`config.mk`:
```
export PLATFORM = sky130hd
export DESIGN_NAME = hex_display_scheduler_flat
export DESIGN_NICKNAME = d
export VERILOG_FILES = /design/src/rtl/hex_display_scheduler_pkg.sv /design/src/rtl/hex_display_scheduler_if.sv /design/src/rtl/hex_display_scheduler_seven_segment.sv /design/src/rtl/hex_display_scheduler.sv /design/src/flat_wrapper.sv
export SDC_FILE = /design/constraint.sdc
export NUM_CORES = 1
export LEC_CHECK = 0
export BUFFER_PORTS_ARGS = -buffer_cell sky130_fd_sc_hd__clkbuf_2
export CAP_MARGIN = 20
export CORE_MARGIN = 1
export CORE_UTILIZATION = 30
export DETAILED_ROUTE_END_ITERATION = 7
export SLEW_MARGIN = 40
export SYNTH_ARGS = -nofsm -noshare
export SYNTH_HDL_FRONTEND = slang
export SYNTH_SLANG_ARGS = --single-unit
```
`constraint.sdc`:
```
create_clock -name clk -period 3.9 [get_ports clk]
set_input_delay 0.39 -clock clk [delete_from_list [all_inputs] [get_ports clk]]
set_output_delay 0.39 -clock clk [all_outputs]
set_load 0.01 [all_outputs]
```
`src/rtl/hex_display_scheduler_pkg.sv`:
```
// Shared types and constants for the HEX display scheduler.
package hex_display_scheduler_pkg;

    localparam int unsigned DIGIT_IDX_W = 3;
    localparam int unsigned HEX_VAL_W   = 4;
    localparam int unsigned SEG_W       = 7;

    // Active-low pattern with every segment dark.
    localparam logic [SEG_W-1:0] SEG_BLANK = 7'h7F;

    typedef enum logic {
        SCAN    = 1'b0,
        REFRESH = 1'b1
    } state_e;

endpackage : hex_display_scheduler_pkg

```
`src/rtl/hex_display_scheduler_if.sv`:
```
// Digit write port: game logic (master) pushes per-digit values to the scheduler (slave).
interface hex_display_scheduler_if;
    import hex_display_scheduler_pkg::*;

    logic                   wr_valid;
    logic                   wr_ready;
    logic [DIGIT_IDX_W-1:0] wr_digit;
    logic [HEX_VAL_W-1:0]   wr_value;
    logic                   wr_blank;

    modport master (
        output wr_valid,
        output wr_digit,
        output wr_value,
        output wr_blank,
        input  wr_ready
    );

    modport slave (
        input  wr_valid,
        input  wr_digit,
        input  wr_value,
        input  wr_blank,
        output wr_ready
    );

endinterface : hex_display_scheduler_if

```
`src/rtl/hex_display_scheduler_seven_segment.sv`:
```
// Combinational 4-bit hex to active-low seven-segment decoder, bit order {g,f,e,d,c,b,a}.
module seven_segment
    import hex_display_scheduler_pkg::*;
(
    input  logic [HEX_VAL_W-1:0] value,
    output logic [SEG_W-1:0]     seg_c
);

    // Glyph lookup; lower-case b and d keep them distinct from 8 and 0.
    always_comb begin
        seg_c = SEG_BLANK;
        unique case (value)
            4'h0: seg_c = 7'b1000000;
            4'h1: seg_c = 7'b1111001;
            4'h2: seg_c = 7'b0100100;
            4'h3: seg_c = 7'b0110000;
            4'h4: seg_c = 7'b0011001;
            4'h5: seg_c = 7'b0010010;
            4'h6: seg_c = 7'b0000010;
            4'h7: seg_c = 7'b1111000;
            4'h8: seg_c = 7'b0000000;
            4'h9: seg_c = 7'b0011000;
            4'hA: seg_c = 7'b0001000;
            4'hB: seg_c = 7'b0000011;
            4'hC: seg_c = 7'b1000110;
            4'hD: seg_c = 7'b0100001;
            4'hE: seg_c = 7'b0000110;
            4'hF: seg_c = 7'b0001110;
            default: seg_c = SEG_BLANK;
        endcase
    end

endmodule : seven_segment

```
`src/rtl/hex_display_scheduler.sv`:
```
// Scans a digit register file through one shared decoder into registered HEX outputs,
// with per-digit blanking, global clear and a free-running blink phase.
module hex_display_scheduler
    import hex_display_scheduler_pkg::*;
#(
    parameter int unsigned NUM_DIGITS = 8,
    parameter int unsigned BLINK_DIV  = 25000000
) (
    input  logic                        clk,
    input  logic                        rst,
    hex_display_scheduler_if.slave      wr,
    input  logic                        clr,
    input  logic [NUM_DIGITS-1:0]       blink_en,
    output logic [SEG_W*NUM_DIGITS-1:0] hex_out
);

    localparam int unsigned BLINK_CNT_W = (BLINK_DIV > 1) ? $clog2(BLINK_DIV) : 1;
    localparam logic [BLINK_CNT_W-1:0] BLINK_LAST = BLINK_CNT_W'(BLINK_DIV - 1);
    localparam logic [DIGIT_IDX_W-1:0] PTR_LAST   = DIGIT_IDX_W'(NUM_DIGITS - 1);

    state_e                 state_q, state_d;
    logic [DIGIT_IDX_W-1:0] ptr_q, ptr_d;
    logic [HEX_VAL_W-1:0]   val_q [NUM_DIGITS];
    logic [HEX_VAL_W-1:0]   val_d [NUM_DIGITS];
    logic [NUM_DIGITS-1:0]  blank_q, blank_d;
    logic [SEG_W-1:0]       seg_q [NUM_DIGITS];
    logic [SEG_W-1:0]       seg_d [NUM_DIGITS];
    logic [BLINK_CNT_W-1:0] blink_cnt_q, blink_cnt_d;
    logic                   phase_q, phase_d;

    logic                   wr_ready_c;
    logic                   wr_accept_c;
    logic                   wr_in_range_c;
    logic                   blink_wrap_c;
    logic [DIGIT_IDX_W-1:0] ptr_next_c;
    logic [SEG_W-1:0]       dec_seg_c;
    logic [SEG_W-1:0]       seg_new_c;

    // Single shared decoder always looks at the digit under the scan pointer.
    seven_segment u_seven_segment (
        .value (val_q[ptr_q]),
        .seg_c (dec_seg_c)
    );

    // Writes are taken only while scanning and never while reset is held.
    assign wr_ready_c  = (state_q == SCAN) && !rst;
    assign wr.wr_ready = wr_ready_c;
    assign wr_accept_c = wr.wr_valid && wr_ready_c;

    // Indices past the last driven digit are swallowed without touching the register file.
    if (NUM_DIGITS >= (2 ** DIGIT_IDX_W)) begin : g_idx_full
        assign wr_in_range_c = 1'b1;
    end else begin : g_idx_part
        assign wr_in_range_c = (wr.wr_digit < DIGIT_IDX_W'(NUM_DIGITS));
    end

    assign ptr_next_c   = (ptr_q == PTR_LAST) ? '0 : ptr_q + DIGIT_IDX_W'(1);
    assign blink_wrap_c = (blink_cnt_q == BLINK_LAST);

    // Blanked or blink-dark digits show all segments off; otherwise the decoded glyph.
    assign seg_new_c = (blank_q[ptr_q] || (blink_en[ptr_q] && phase_q)) ? SEG_BLANK : dec_seg_c;

    // Next-state: scan latch, write capture, clear override and blink timebase.
    always_comb begin
        state_d     = state_q;
        ptr_d       = ptr_q;
        val_d       = val_q;
        blank_d     = blank_q;
        seg_d       = seg_q;
        blink_cnt_d = blink_wrap_c ? '0 : blink_cnt_q + BLINK_CNT_W'(1);
        phase_d     = phase_q ^ blink_wrap_c;

        // Every edge re-latches the digit under the pointer, in either state.
        seg_d[ptr_q] = seg_new_c;

        unique case (state_q)
            SCAN: begin
                ptr_d = ptr_next_c;
                if (wr_accept_c) begin
                    state_d = REFRESH;
                    if (wr_in_range_c) begin
                        ptr_d = wr.wr_digit;
                        if (!clr) begin
                            val_d[wr.wr_digit]   = wr.wr_value;
                            blank_d[wr.wr_digit] = wr.wr_blank;
                        end
                    end else begin
                        ptr_d = '0;
                    end
                end
            end
            REFRESH: begin
                ptr_d   = ptr_next_c;
                state_d = SCAN;
            end
            default: begin
                state_d = SCAN;
                ptr_d   = '0;
            end
        endcase

        // Clear blanks everything and wins over a same-cycle write.
        if (clr) begin
            blank_d = '1;
        end
    end

    // State register; reset drops everything to dark/idle immediately.
    always_ff @(posedge clk or posedge rst) begin
        if (rst) begin
            state_q     <= SCAN;
            ptr_q       <= '0;
            val_q       <= '{default: '0};
            blank_q     <= '1;
            seg_q       <= '{default: SEG_BLANK};
            blink_cnt_q <= '0;
            phase_q     <= 1'b0;
        end else begin
            state_q     <= state_d;
            ptr_q       <= ptr_d;
            val_q       <= val_d;
            blank_q     <= blank_d;
            seg_q       <= seg_d;
            blink_cnt_q <= blink_cnt_d;
            phase_q     <= phase_d;
        end
    end

    // Digit d occupies hex_out[7d+6:7d] straight from its segment register.
    for (genvar g = 0; g < NUM_DIGITS; g++) begin : g_hex_out
        assign hex_out[g*SEG_W +: SEG_W] = seg_q[g];
    end

endmodule : hex_display_scheduler
```
`src/flat_wrapper.sv`:
```
// flat-port wrapper written by rule: the top's interface ports become plain ports
module hex_display_scheduler_flat import hex_display_scheduler_pkg::*;
#(
    parameter int unsigned NUM_DIGITS = 8,
    parameter int unsigned BLINK_DIV  = 25000000
)
  (clk, rst, clr, blink_en, hex_out, wr_wr_valid, wr_wr_digit, wr_wr_value, wr_wr_blank, wr_wr_ready);
  hex_display_scheduler_if wr_i ();
  input  logic clk;
  input  logic rst;
  input  logic clr;
  input  logic [NUM_DIGITS-1:0] blink_en;
  output logic [SEG_W*NUM_DIGITS-1:0] hex_out;
  input wire logic [$bits(wr_i.wr_valid)-1:0] wr_wr_valid;
  input wire logic [$bits(wr_i.wr_digit)-1:0] wr_wr_digit;
  input wire logic [$bits(wr_i.wr_value)-1:0] wr_wr_value;
  input wire logic [$bits(wr_i.wr_blank)-1:0] wr_wr_blank;
  output wire logic [$bits(wr_i.wr_ready)-1:0] wr_wr_ready;
  assign wr_i.wr_valid = wr_wr_valid;
  assign wr_i.wr_digit = wr_wr_digit;
  assign wr_i.wr_value = wr_wr_value;
  assign wr_i.wr_blank = wr_wr_blank;
  assign wr_wr_ready = wr_i.wr_ready;
  hex_display_scheduler #(.NUM_DIGITS(NUM_DIGITS), .BLINK_DIV(BLINK_DIV)) u_core (.clk(clk), .rst(rst), .wr(wr_i), .clr(clr), .blink_en(blink_en), .hex_out(hex_out));
endmodule
```
After elaboration in Yosys (flattened, before gate mapping). Memories as Yosys holds them, arrays and structs flattened. Cells that the tools add are included.

Multiplexer cells: 26. Equality and inequality tests: 3. Magnitude comparators: 7. $add $sub $neg: 2. Reduce and logical (&&, ||, !) cells: 11. Bitwise logic cells: 5.

Operators with widths (count): bitwise mux 56 bit (1); bitwise mux 32 bit (1); adder 25 x 1 -> 25 bit, second input constant (1); equality test 25 bit, second input constant (1); two-way mux 25 bit (1); two-way mux 8 bit (3); demux 7 bit (select 3 bit) (1); two-way mux 7 bit (2); binary-select mux 4 bit (select 3 bit) (1); demux 4 bit (select 3 bit) (1); two-way mux 4 bit (3); bitwise mux 8 bit (1); >= comparator 4 bit, second input constant (2); less-than comparator 3 x 4 -> 1 bit, second input constant (2); less-than comparator 4 x 1 -> 1 bit, second input constant (2); NOT 3 -> 4 bit (2); binary-select mux 1 bit (select 3 bit) (2); logical AND 1 bit (6); two-way mux 3 bit (2); case mux 3 bit (2 select lines) (1); two-way mux 1 bit (4); adder 3 x 1 -> 3 bit, second input constant (1); demux 1 bit (select 3 bit) (1); equality test 3 bit, second input constant (1); other kinds (10) (11).

Register bits: 126. Word-level logic and storage cells: 76. ROM bits: 112. Memories: 1. Input port bits: 20. Output and inout port bits: 57.

Memory list: (name not given) (depth 16, width 7, read ports 1, clocked after Yosys merged registers in 0, write ports 0, line hex_display_scheduler_seven_segment.sv:12) `unique case (value)`.

Depth between registers and ports, before layout.
Depth in word-level cells: 8. Mapped depth: 11. Gate-level depth less buffers: 9.

Modules after synthesis. A second synthesis with hierarchy kept.

Cells, all modules: 600. Area total of the unflattened synthesis: 6221.0 sq um.

Modules (own cells, without submodules): hex_display_scheduler (cells each 565, times used 1, area each 5953.2 sq um, sequential area each 3233.1 sq um); seven_segment (cells each 35, times used 1, area each 267.8 sq um, sequential area each 0.0 sq um).

Worst setup path before layout. OpenSTA, ideal clock, no wires.

Kind: flip-flop to flip-flop. Start point: register u_core.ptr_q[1]. End point: register u_core.seg_q, in the netlist u_core.hex_out[22]. Setup time: 94 ps. Data required time: 3806 ps. Cell stages (with the launch flop): 12. Path slack: 1123 ps. Clock period less this slack: 2777 ps. Data arrival time: 2684 ps. Buffers on the path: 2. Path through: dfrtp_1 > buf_2 > buf_2 > mux4_2 > mux2_2 > inv_1 > ha_1 > inv_1 > nor3_1 > a21o_1 > a211oi_2 > a21oi_1.

Word-level cells in the longest chain between the ends: 7. Elaborated cells on any way between the ends: 18. Those cells by class: 2 x order compare; 11 x mux; 1 x bitwise; 3 x reduce/logical; 1 x memory.

Ends and longest elaborated chain: start, declared (line hex_display_scheduler.sv:22) `logic [DIGIT_IDX_W-1:0] ptr_q, ptr_d;`; start signal, assigned (line hex_display_scheduler.sv:120) `ptr_q <= ptr_d;`; NOT 3 -> 4 bit (not written as such) (line hex_display_scheduler.sv:41, hex_display_scheduler.sv:74); binary-select mux 4 bit (select 3 bit) (line hex_display_scheduler.sv:41) `.value (val_q[ptr_q]),`; two-way mux 4 bit (not written as such) (2 in a row) (line hex_display_scheduler.sv:41); memory read (16 x 7 bit); two-way mux 7 bit (line hex_display_scheduler.sv:61) `assign seg_new_c = (blank_q[ptr_q] || (blink_en[ptr_q] && phase_q)) ? SEG_BLANK : dec_seg_c;`; bitwise mux 56 bit (*) (line hex_display_scheduler.sv:74) `seg_d[ptr_q] = seg_new_c;`; end signal, assigned (line hex_display_scheduler.sv:123) `seg_q <= seg_d;`; end, declared (line hex_display_scheduler.sv:26) `logic [SEG_W-1:0] seg_q [NUM_DIGITS];`.

Every way passes the cells marked *; elsewhere a longest branch is shown, timed or not. The select of a mux whose other input is x is not followed. A chain may end at the register's enable or synchronous reset.

Worst setup path in the final report.
Start point: register u_core.ptr_q[1]. End point: register u_core.seg_q, in the netlist u_core.hex_out[38].

Same word-level chain as after synthesis.

==> results.txt <==
The number of antenna diodes is 0. The startpoint identified for the worst register-to-register timing path is u_core.ptr_q[1]. For this run, the top clock speed supported by timing is 0.2813 GHz. Data on the critical path is required at its endpoint by ~4.2 ns.

The total via count after detailed routing is about 4,300. The pin count of the biggest net entering global routing is 66. In this run the critical register-to-register path is captured at u_core.hex_out[38].

From bottom edge to top edge, the die measures 141.3 um. The top-level I/O count is 77. The layout overhead on the synthesized area came out at 23.05%. The area of the core is 18,890 um2. The static leakage power came out at 3.120 nW. The number of hold violations in the final report is 0.

The worst-case IR drop observed on VDD is 0.3675 mV. The number of hold buffers added after CTS was 0. The tightest hold path in the finished design has a slack of 0.04030 ns. The initial antenna violation count came out at 0. The wire length of the first global-routing pass came out at 22.49 mm.

The number of filler cells placed in the layout came out at 1,883. Between clock sinks in the finished design, the worst skew comes to 0.009684 ns. The most numerous cell in the Yosys netlist is nor2_1. The total congestion overflow after global routing came out at 0. The relative max-transition margin came out at a little under half. Each instance of the synthesized netlist takes up on average 10.97 um2. The share of synthesized area occupied by flip-flops and latches came out at a little under three fifths. The number of clock buffers added by TritonCTS is 17. The share of synthesized cell area in and, or, nand and nor gates is between 10% and 20%. Leaving out filler cells and counting taps, the final layout contains 890.

Yosys attributes the largest share of cell area to dfstp_2 29%, dfrtp_1 27%, mux2_2 6.6%. The detailed-route wire length per cell is 15.60 um. The worst setup path is captured at a flop. The number of standard cells after synthesis came out at 531. The number of gates resized after CTS was 0. The number of enable-type register cells in the synthesized netlist is 0. Counting along the longest clock path gives a buffer depth of 2. The number of global-route vias before repair was 4,293. The flip-flop and latch count after synthesis came out at about 130. In the routed layout, each cell is associated on average with a via count of 4.834. The max-slew violation total from the final report is 0. In this run the biggest area consumer among cell types represents 28.87% of the synthesized area. Of the post-synthesis cell area, the part taken by muxes is 9.603%. The classification of the worst setup path is flop to flop. By area, the combinational part of the netlist is dominated by simple AND/OR/NAND/NOR gates. The worst setup path is launched from a flop. Once detail routing completed, the nets flagged for antenna violations numbered 0. The number of nets produced by synthesis is 559. The final RePlAce weighted congestion is about 0.8. The number of placement rows is 50.

The power per cell area is just under 800 nW/um2. The final setup violation count is 0. The share of final-layout standard cells stronger than drive strength 1 came out at between 30% and 40%. For this block, the routed nets add up to 13.89 mm of wire.

The setup slack on the worst flop-to-flop path came out at 0.35 ns. The data arrival time at the worst-slack endpoint is 3.87 ns. The max-cap check violation count came out at 0.

The detailed router finished its first iteration with 223 violations. Setup repair after global routing left no endpoint under its margin. The critical-path maximum fanout came out at 18. The CTS H-tree depth is 4. Summing the areas of all fa, ha and maj instances in the mapped netlist gives 1.719% of the synthesized area. The area fraction in compound gates after synthesis is 12.52%. The post-CTS setup buffer count came out at 0. The die covers 19,980 um2. The worst hold path belongs to the class input port to asynchronous set/reset pin. The overall die width is 141.3 um. The proportion of register bits with asynchronous set or reset after synthesis is 100.0%. The number of clock sinks came out at roughly 130. The clock transition at the register clock pins on the worst setup and hold paths after CTS came out at around 0.06 ns. The number of distinct library cells after synthesis came out at 60. Global routing consumed, over all layers together, 14.79% of the routing resources. For the worst flop-to-flop path, the logic depth is 9.

In the final timing run, aggregate negative setup slack is 0 ns. The dominant register cell in the synthesized netlist is dfstp_2. The post-layout minimum cycle time came out at ~3.6 ns.

The HPWL after detailed placement is 9.812 mm. Tracing the worst setup path back leads to its startpoint at u_core.ptr_q[1]. The number of warnings printed during yosys synthesis is 0. After layout, the worst path uses 91.15% of the clock period. Summed over all instances, the cell type with the most area after synthesis is dfstp_2. The end point of the critical path is u_core.hex_out[38]. Once the floorplan was initialized, standard cells occupied 30.83% of the core.

The clock tree root driver cell is clkbuf_16. The final total power is between 0.005 and 0.006 W. The remaining design rule violation count came out at 0. The transition at the pin with the smallest max-transition slack is 0.7871 ns.

The number of I/O port buffers is 76. At the later pin of the worst-skew pair, clock insertion delay measures 0.42 ns. The number of placed instances, taps included, is 858. The first TritonRoute pass finished after 6 iterations.

The flow ran to the end, and the final reports show no timing, DRC or antenna violations. TritonCTS built the clock tree. The cell area that synthesis handed to floorplanning was 5824 um2. By count the netlist is led by 81 x nor2_1, 64 x dfstp_2, 62 x dfrtp_1. Of the total synthesized cell area, the portion taken by XOR and XNOR cells is 3.459%.

The number of nets in the finished design is roughly 650.
[layout by cell type (no fill, tap or decap), types with 8 or more instances in the layout]
cell / count
nor2_1: 80
xnor2_1: 12
ha_1: 8
nor3_1: 17
mux2_2: 34
nand3_1: 17
nor2b_1: 10
buf_4: 16
nand2_1: 26
dfstp_2: 64
xor2_1: 11
inv_1: 10
clkbuf_2: 76
a21oi_1: 50
clkbuf_16: 19
dfrtp_1: 62
a31oi_1: 12
[worst max-delay path: stages, from the launching register on]
cell and delay (ns):
dfrtp_1 0.81, mux2_1 0.38, a221o_1 0.29, a2bb2oi_1 0.52, ha_1 0.28, inv_1 0.09
nor3_1 0.28, o21ai_0 0.17, a41oi_2 0.47, a21oi_1 0.16
[layout make-up]
class	count	area [um2]	share of cell area, %
sequential	126	3233	45.11
multi-input combinational	368	2444	34.10
clock buffer	23	510.5	7.123
timing repair buffer	92	500.5	6.983
tap	260	325.3	4.539
clock inverter	9	103.9	1.449
inverter	12	50.05	0.6983
[metrics by stage]
stage	util (%)	setup WS [ns]	cell area [um2]
global route	37.93	0.1154	7167
detailed placement	34.63	0.4204	6543
CTS	37.88	0.3869	7157
finish	37.93	0.3453	7167
floorplan	-	0.2600	5824
global placement	34.63	0.5199	6543
[registers in the layout, indices dropped and copies added (netlist names)]
signal / count
u_core.val_q: 32
u_core.phase_q: 1
u_core.hex_out: 56
u_core.state_q: 1
u_core.blank_q: 8
u_core.ptr_q: 3
u_core.blink_cnt_q: 25
[logic make-up (layout without fill, tap and decap cells)]
group	after synthesis	count (layout)
AO/OA/AOI/OAI	109	109
flip-flops	126	126
multiplexers	47	47
XOR/XNOR	23	23
buffers and inverters	37	136
AND/OR/NAND/NOR	181	181
adder cells (fa/ha/maj)	8	8
[where the power goes]
| part | total (W) | switching, W | internal [W] |
|---|---|---|---|
| Combinational | 0.00210 | 0.00129 | 0.000809 |
| Sequential | 0.00200 | 0.000242 | 0.00176 |
| Clock | 0.00161 | 0.000562 | 0.00105 |
[routing by layer]
layer | wire [um] | track usage (%) | vias to the layer above
li1 | - | - | 2049
met1 | 6415 | 19.46 | 2113
met2 | 6559 | 23.08 | 123
met3 | 727 | 4.522 | 17
met4 | 182 | 5.034 | 0
met5 | 0 | 0 | -
[worst min path at each step]
stage                                        to  cells after the start             startpoint  slack (ns)
after floorplan           u_core.blink_cnt_q[0]                      1  u_core.blink_cnt_q[0]        0.43
after global placement    u_core.blink_cnt_q[0]                      1  u_core.blink_cnt_q[0]        0.45
after detailed placement  u_core.blink_cnt_q[0]                      1  u_core.blink_cnt_q[0]        0.45
after CTS                        u_core.state_q                      2                    rst        0.15
after global routing             u_core.state_q                      2                    rst        0.09
final                           u_core.ptr_q[1]                      2                    rst        0.04
No activity file was read; power rests on OpenSTA's default activity.
